<file path="config.mk">
export PLATFORM = sky130hd
export DESIGN_NAME = ldd_enc
export DESIGN_NICKNAME = d
export VERILOG_FILES = /design/src/rtl/ldd_enc.sv
export SDC_FILE = /design/constraint.sdc
export NUM_CORES = 1
export LEC_CHECK = 0
export CAP_MARGIN = 10
export CORE_ASPECT_RATIO = 1.75
export CORE_UTILIZATION = 25
export CTS_CLUSTER_DIAMETER = 60
export DETAILED_ROUTE_END_ITERATION = 8
export DONT_BUFFER_PORTS = 1
export HOLD_SLACK_MARGIN = 0.02
export MAX_ROUTING_LAYER = met4
export PLACE_DENSITY_LB_ADDON = 0.25
export SYNTH_ARGS = -nofsm -noshare
export SYNTH_HDL_FRONTEND = slang
export SYNTH_SLANG_ARGS = --single-unit
</file>
<file path="constraint.sdc">
create_clock -name clk -period 8.8 [get_ports clk]
set_clock_uncertainty 0.2 [all_clocks]
set_input_delay 1.76 -clock clk [delete_from_list [all_inputs] [get_ports clk]]
set_output_delay 1.76 -clock clk [all_outputs]
set_load 0.005 [all_outputs]
</file>
<file path="src/rtl/ldd_enc.sv">
// Transmit-side command encoder for the ldd decoder: queues one request per
// class with its qualifier and emits them round-robin over a valid/ready port.

module ldd_enc_cls (
    input  logic       clk,
    input  logic       rst_n,
    input  logic       req_i,
    input  logic       gnt_i,
    input  logic [5:0] qual_i,
    output logic       pend_o,
    output logic [5:0] qreg_o,
    output logic       drop_o
);
    logic       pend_q, pend_d;
    logic [5:0] qreg_q, qreg_d;
    logic       load;

    // A grant frees the slot before a same-cycle request claims it again.
    assign load   = req_i && (!pend_q || gnt_i);
    assign drop_o = req_i && pend_q && !gnt_i;

    always_comb begin
        pend_d = pend_q;
        qreg_d = qreg_q;
        if (gnt_i) pend_d = 1'b0;
        if (load) begin
            pend_d = 1'b1;
            qreg_d = qual_i;
        end
    end

    always_ff @(posedge clk or negedge rst_n) begin
        if (!rst_n) begin
            pend_q <= 1'b0;
            qreg_q <= '0;
        end else begin
            pend_q <= pend_d;
            qreg_q <= qreg_d;
        end
    end

    assign pend_o = pend_q;
    assign qreg_o = qreg_q;
endmodule

module ldd_enc (
    input  logic       clk,
    input  logic       rst_n,
    input  logic [7:0] req,
    input  logic [5:0] qual,
    input  logic       out_rdy,
    input  logic       clr_ovf,
    output logic       out_vld,
    output logic [2:0] out_op,
    output logic [5:0] out_qual,
    output logic [7:0] pend,
    output logic       ovf
);
    typedef enum logic {IDLE, SEND} state_t;

    state_t          state_q, state_d;
    logic [2:0]      rr_q, rr_d;
    logic [2:0]      op_q, op_d;
    logic [5:0]      qual_q, qual_d;
    logic            ovf_q, ovf_d;
    logic [2:0]      win;
    logic            grant;
    logic [7:0]      gnt_vec;
    logic [7:0]      drop;
    logic [7:0][5:0] qreg;

    for (genvar k = 0; k < 8; k++) begin : g_cls
        ldd_enc_cls u_cls (
            .clk    (clk),
            .rst_n  (rst_n),
            .req_i  (req[k]),
            .gnt_i  (gnt_vec[k]),
            .qual_i (qual),
            .pend_o (pend[k]),
            .qreg_o (qreg[k]),
            .drop_o (drop[k])
        );
    end

    // First pending class at or after the pointer, wrapping mod 8.
    always_comb begin
        logic       found;
        logic [2:0] idx;
        win   = rr_q;
        found = 1'b0;
        idx   = '0;
        for (int i = 0; i < 8; i++) begin
            idx = rr_q + 3'(i);
            if (!found && pend[idx]) begin
                win   = idx;
                found = 1'b1;
            end
        end
    end

    always_comb begin
        state_d = state_q;
        grant   = 1'b0;
        case (state_q)
            IDLE: begin
                if (|pend) begin
                    grant   = 1'b1;
                    state_d = SEND;
                end
            end
            SEND: begin
                if (out_rdy) begin
                    if (|pend) grant = 1'b1;
                    else       state_d = IDLE;
                end
            end
            default: state_d = IDLE;
        endcase
    end

    always_comb begin
        gnt_vec = '0;
        rr_d    = rr_q;
        op_d    = op_q;
        qual_d  = qual_q;
        if (grant) begin
            gnt_vec[win] = 1'b1;
            rr_d         = win + 3'd1;
            op_d         = win;
            qual_d       = qreg[win];
        end
        ovf_d = ovf_q;
        if (clr_ovf) ovf_d = 1'b0;
        if (|drop)   ovf_d = 1'b1;
    end

    always_ff @(posedge clk or negedge rst_n) begin
        if (!rst_n) begin
            state_q <= IDLE;
            rr_q    <= '0;
            op_q    <= '0;
            qual_q  <= '0;
            ovf_q   <= 1'b0;
        end else begin
            state_q <= state_d;
            rr_q    <= rr_d;
            op_q    <= op_d;
            qual_q  <= qual_d;
            ovf_q   <= ovf_d;
        end
    end

    assign out_vld  = (state_q == SEND);
    assign out_op   = op_q;
    assign out_qual = qual_q;
    assign ovf      = ovf_q;
endmodule

</file>
==> impl_metrics.ini <==
[clocking]
root_buffer = clkbuf_16
cts_buffers = 9
ctsHoldBuffers = 0
ctsResizeCount = 0
cts.sinks = 70
h-tree-depth = 3
cts_tree = built
postCtsSetupRepairBufs = 0
clkTransAtPathRegs_ns = 0.06
clkLatencyLatePin_ns = 0.34
clock_path_buffers = 2

[sta]
drv_slew = 0
final.setup.tns_ns = 0
worst_pin_slew_ns = 0.985
finalHoldWorstSlack_ns = 0.288
period_needed_ns = 5.31
fin_crit_sh = 0.604
relSlewSlack = 0.343
setup_violations = 0
hold_violations = 0
fmax_mhz = 188
rsz0062_at_grt = false

[placed_design]
dp.cells = 595
io_buffers = 0
gp_congestion = 0.828
hpwl_um = 9370
placed_cell_area_um2 = 4510

[setup_path]
worstPathArrival_ns = 5.33
cp_max_fo = 22
cp-end-kind = register
crit_type = register to register
cpPeakStageDelay_ns = 0.99
r2r_start = rr_q[0]
cp-start-kind = register
critPathSlowestCell = dfrtp_1
crit_required_ns = 8.82
cp_cell_sequence = inv_1 > ha_1 > mux4_2 > mux2_2 > nor2_2 > a21o_1 > o221ai_2 > or2_1 > or4_4 > a21bo_1 > mux2_4
crit_path_start = rr_q[0]

[global_routing]
grt_start_max_net_pins = 71
grt_pass1_vias = 3268
antenna_found_initial = 0
grt-ovfl-total = 0
grt_pass1_wl_um = 19800
grt_usage = 0.156

[synth]
synth_seq_cells = 70
synth.avg_cell_area_um2 = 11.2
synthFlopType = dfrtp_1
synthCells = 389
ys_types = 61
synthesis.area_um2 = 4350
yosysSeqAreaShare = 0.403
synth_edf_count = 0
synth_fp_nets = 409
ys_warn_count = 0
async_flop_share = 1.00

[route]
drt_iter0_drc = 129
vias = 3115
avgRoutedWirePerCell_um = 20.5
wl_um = 12600
antenna_left = 0
viasPerCell = 5.10
drc = 0
dr.pass1.iters = 4

[layout]
fin_nets = 399
final_common_cell = dfrtp_1
antennaDiodeCount = 0
area_growth_pct = 12.3
regArea_um2 = 1750
fin_cells = 611
drive_gt1_frac = 0.302
multi_input_area_um2 = 2390
fillers = 1765
layout_common_cells = dfrtp_1 (70), mux2_2 (52), nand2_1 (38)
stdcell_area_um2 = 4880

[job]
maxCapViolCount = 0

[floorplanning]
design.portCount = 37
coreArea_um2 = 16900
num_rows = 63
initial_core_util = 0.256
die_h_um = 176
die_area_um2 = 17900
die_w_um = 102

[hold_path]
min_from = g_cls[7].u_cls.qreg_o[1]
hp-class = register to register

[power_and_ir_drop]
p_total_mw = 2.07
p_per_area_nw_per_um2 = 425
peakVddDrop_mv = 0.112
leakage_nw = 1.94

[outcome]
status = finished, final reports clean
Yosys cell counts (3+ instances only):
| cell type | count | area share |
|---|---|---|
| nand2b_1 | 13 | 0.019 |
| nor2_1 | 14 | 0.012 |
| nand3_1 | 8 | 0.0092 |
| dfrtp_1 | 70 | 0.40 |
| o31ai_1 | 4 | 0.0069 |
| mux2_1 | 10 | 0.026 |
| buf_2 | 4 | 0.0046 |
| buf_4 | 9 | 0.016 |
| mux4_2 | 12 | 0.062 |
| mux2_2 | 52 | 0.13 |
| o21ai_0 | 14 | 0.016 |
| a31o_2 | 7 | 0.014 |
| a22o_1 | 3 | 0.0060 |
| nand2_1 | 38 | 0.033 |
| a21oi_1 | 8 | 0.0092 |
| buf_6 | 3 | 0.0078 |
| nand4_1 | 6 | 0.0086 |
| inv_1 | 12 | 0.010 |
| mux2_4 | 10 | 0.035 |
| clkbuf_1 | 9 | 0.0078 |
| o211ai_1 | 3 | 0.0052 |
| a31oi_1 | 4 | 0.0058 |
| o22ai_1 | 13 | 0.019 |
| mux2i_1 | 7 | 0.016 |
| o2111ai_1 | 3 | 0.0060 |
flip-flops by register name, summed over array words and instances (netlist names):
| name | flops |
|---|---|
| out_qual | 6 |
| g_cls.u_cls.qreg_o | 48 |
| out_vld | 1 |
| ovf | 1 |
| out_op | 3 |
| rr_q | 3 |
| g_cls.u_cls.pend_o | 8 |
final timing paths:
check	end	slack [ns]	cells past startpoint
setup / recovery	g_cls[3].u_cls.qreg_o[3]	3.49	11
hold / removal	g_cls[7].u_cls.qreg_o[1]	0.29	1
setup reg to reg	g_cls[3].u_cls.qreg_o[3]	3.49	11
hold reg to reg	g_cls[7].u_cls.qreg_o[1]	0.29	1
max in group asynchronous	g_cls[0].u_cls.qreg_o[1]	7.35	0
min in group asynchronous	g_cls[4].u_cls.qreg_o[2]	0.92	0
critical path: cells and delay by family (launching register included):
family          cells  cell delay (ns)
compound gates      3             0.70
simple gates        3             1.33
flops               1             0.99
buf+inv             1             0.11
fa+ha+maj           1             0.72
mux                 3             1.16
through the flow:
step	setup slack (ns)	utilization
floorplan	4.69	-
global placement	3.48	0.266
detailed placement	3.45	0.266
CTS	3.41	0.288
global route	3.08	0.288
finish	3.49	0.288
layout make-up:
class | instances | share of cell area
Clock inverter | 6 | 0.0272
Inverter | 12 | 0.00923
Clock buffer | 10 | 0.0490
Tap cell | 227 | 0.0582
Sequential cell | 70 | 0.359
Multi-Input combinational cell | 281 | 0.490
Timing Repair Buffer | 5 | 0.00769
kinds of logic after synthesis:
family,Yosys count,share of synthesized area
adders and majority gates,2,0.00576
muxes,91,0.274
and+or+nand+nor,101,0.118
DFF,70,0.403
xor gates and xnor gates,4,0.0115
buffers and inverters,38,0.0469
AOI/OAI and AO/OA,83,0.141
report_power, final:
part | internal (mW) | leakage, nW | switching (mW)
clock | 0.313 | 0.179 | 0.139
combinational | 0.468 | 0.939 | 0.534
sequential | 0.472 | 0.818 | 0.147
total | 1.25 | 1.94 | 0.820
routing by layer:
metal,vias to the layer above,wire [µm],GRT usage
li1,1437,-,-
met1,1592,4480,0.157
met2,59,7090,0.281
met3,27,463,0.0321
met4,0,522,0.0779
met5,-,0,-
No activity file was read; power rests on OpenSTA's default activity.
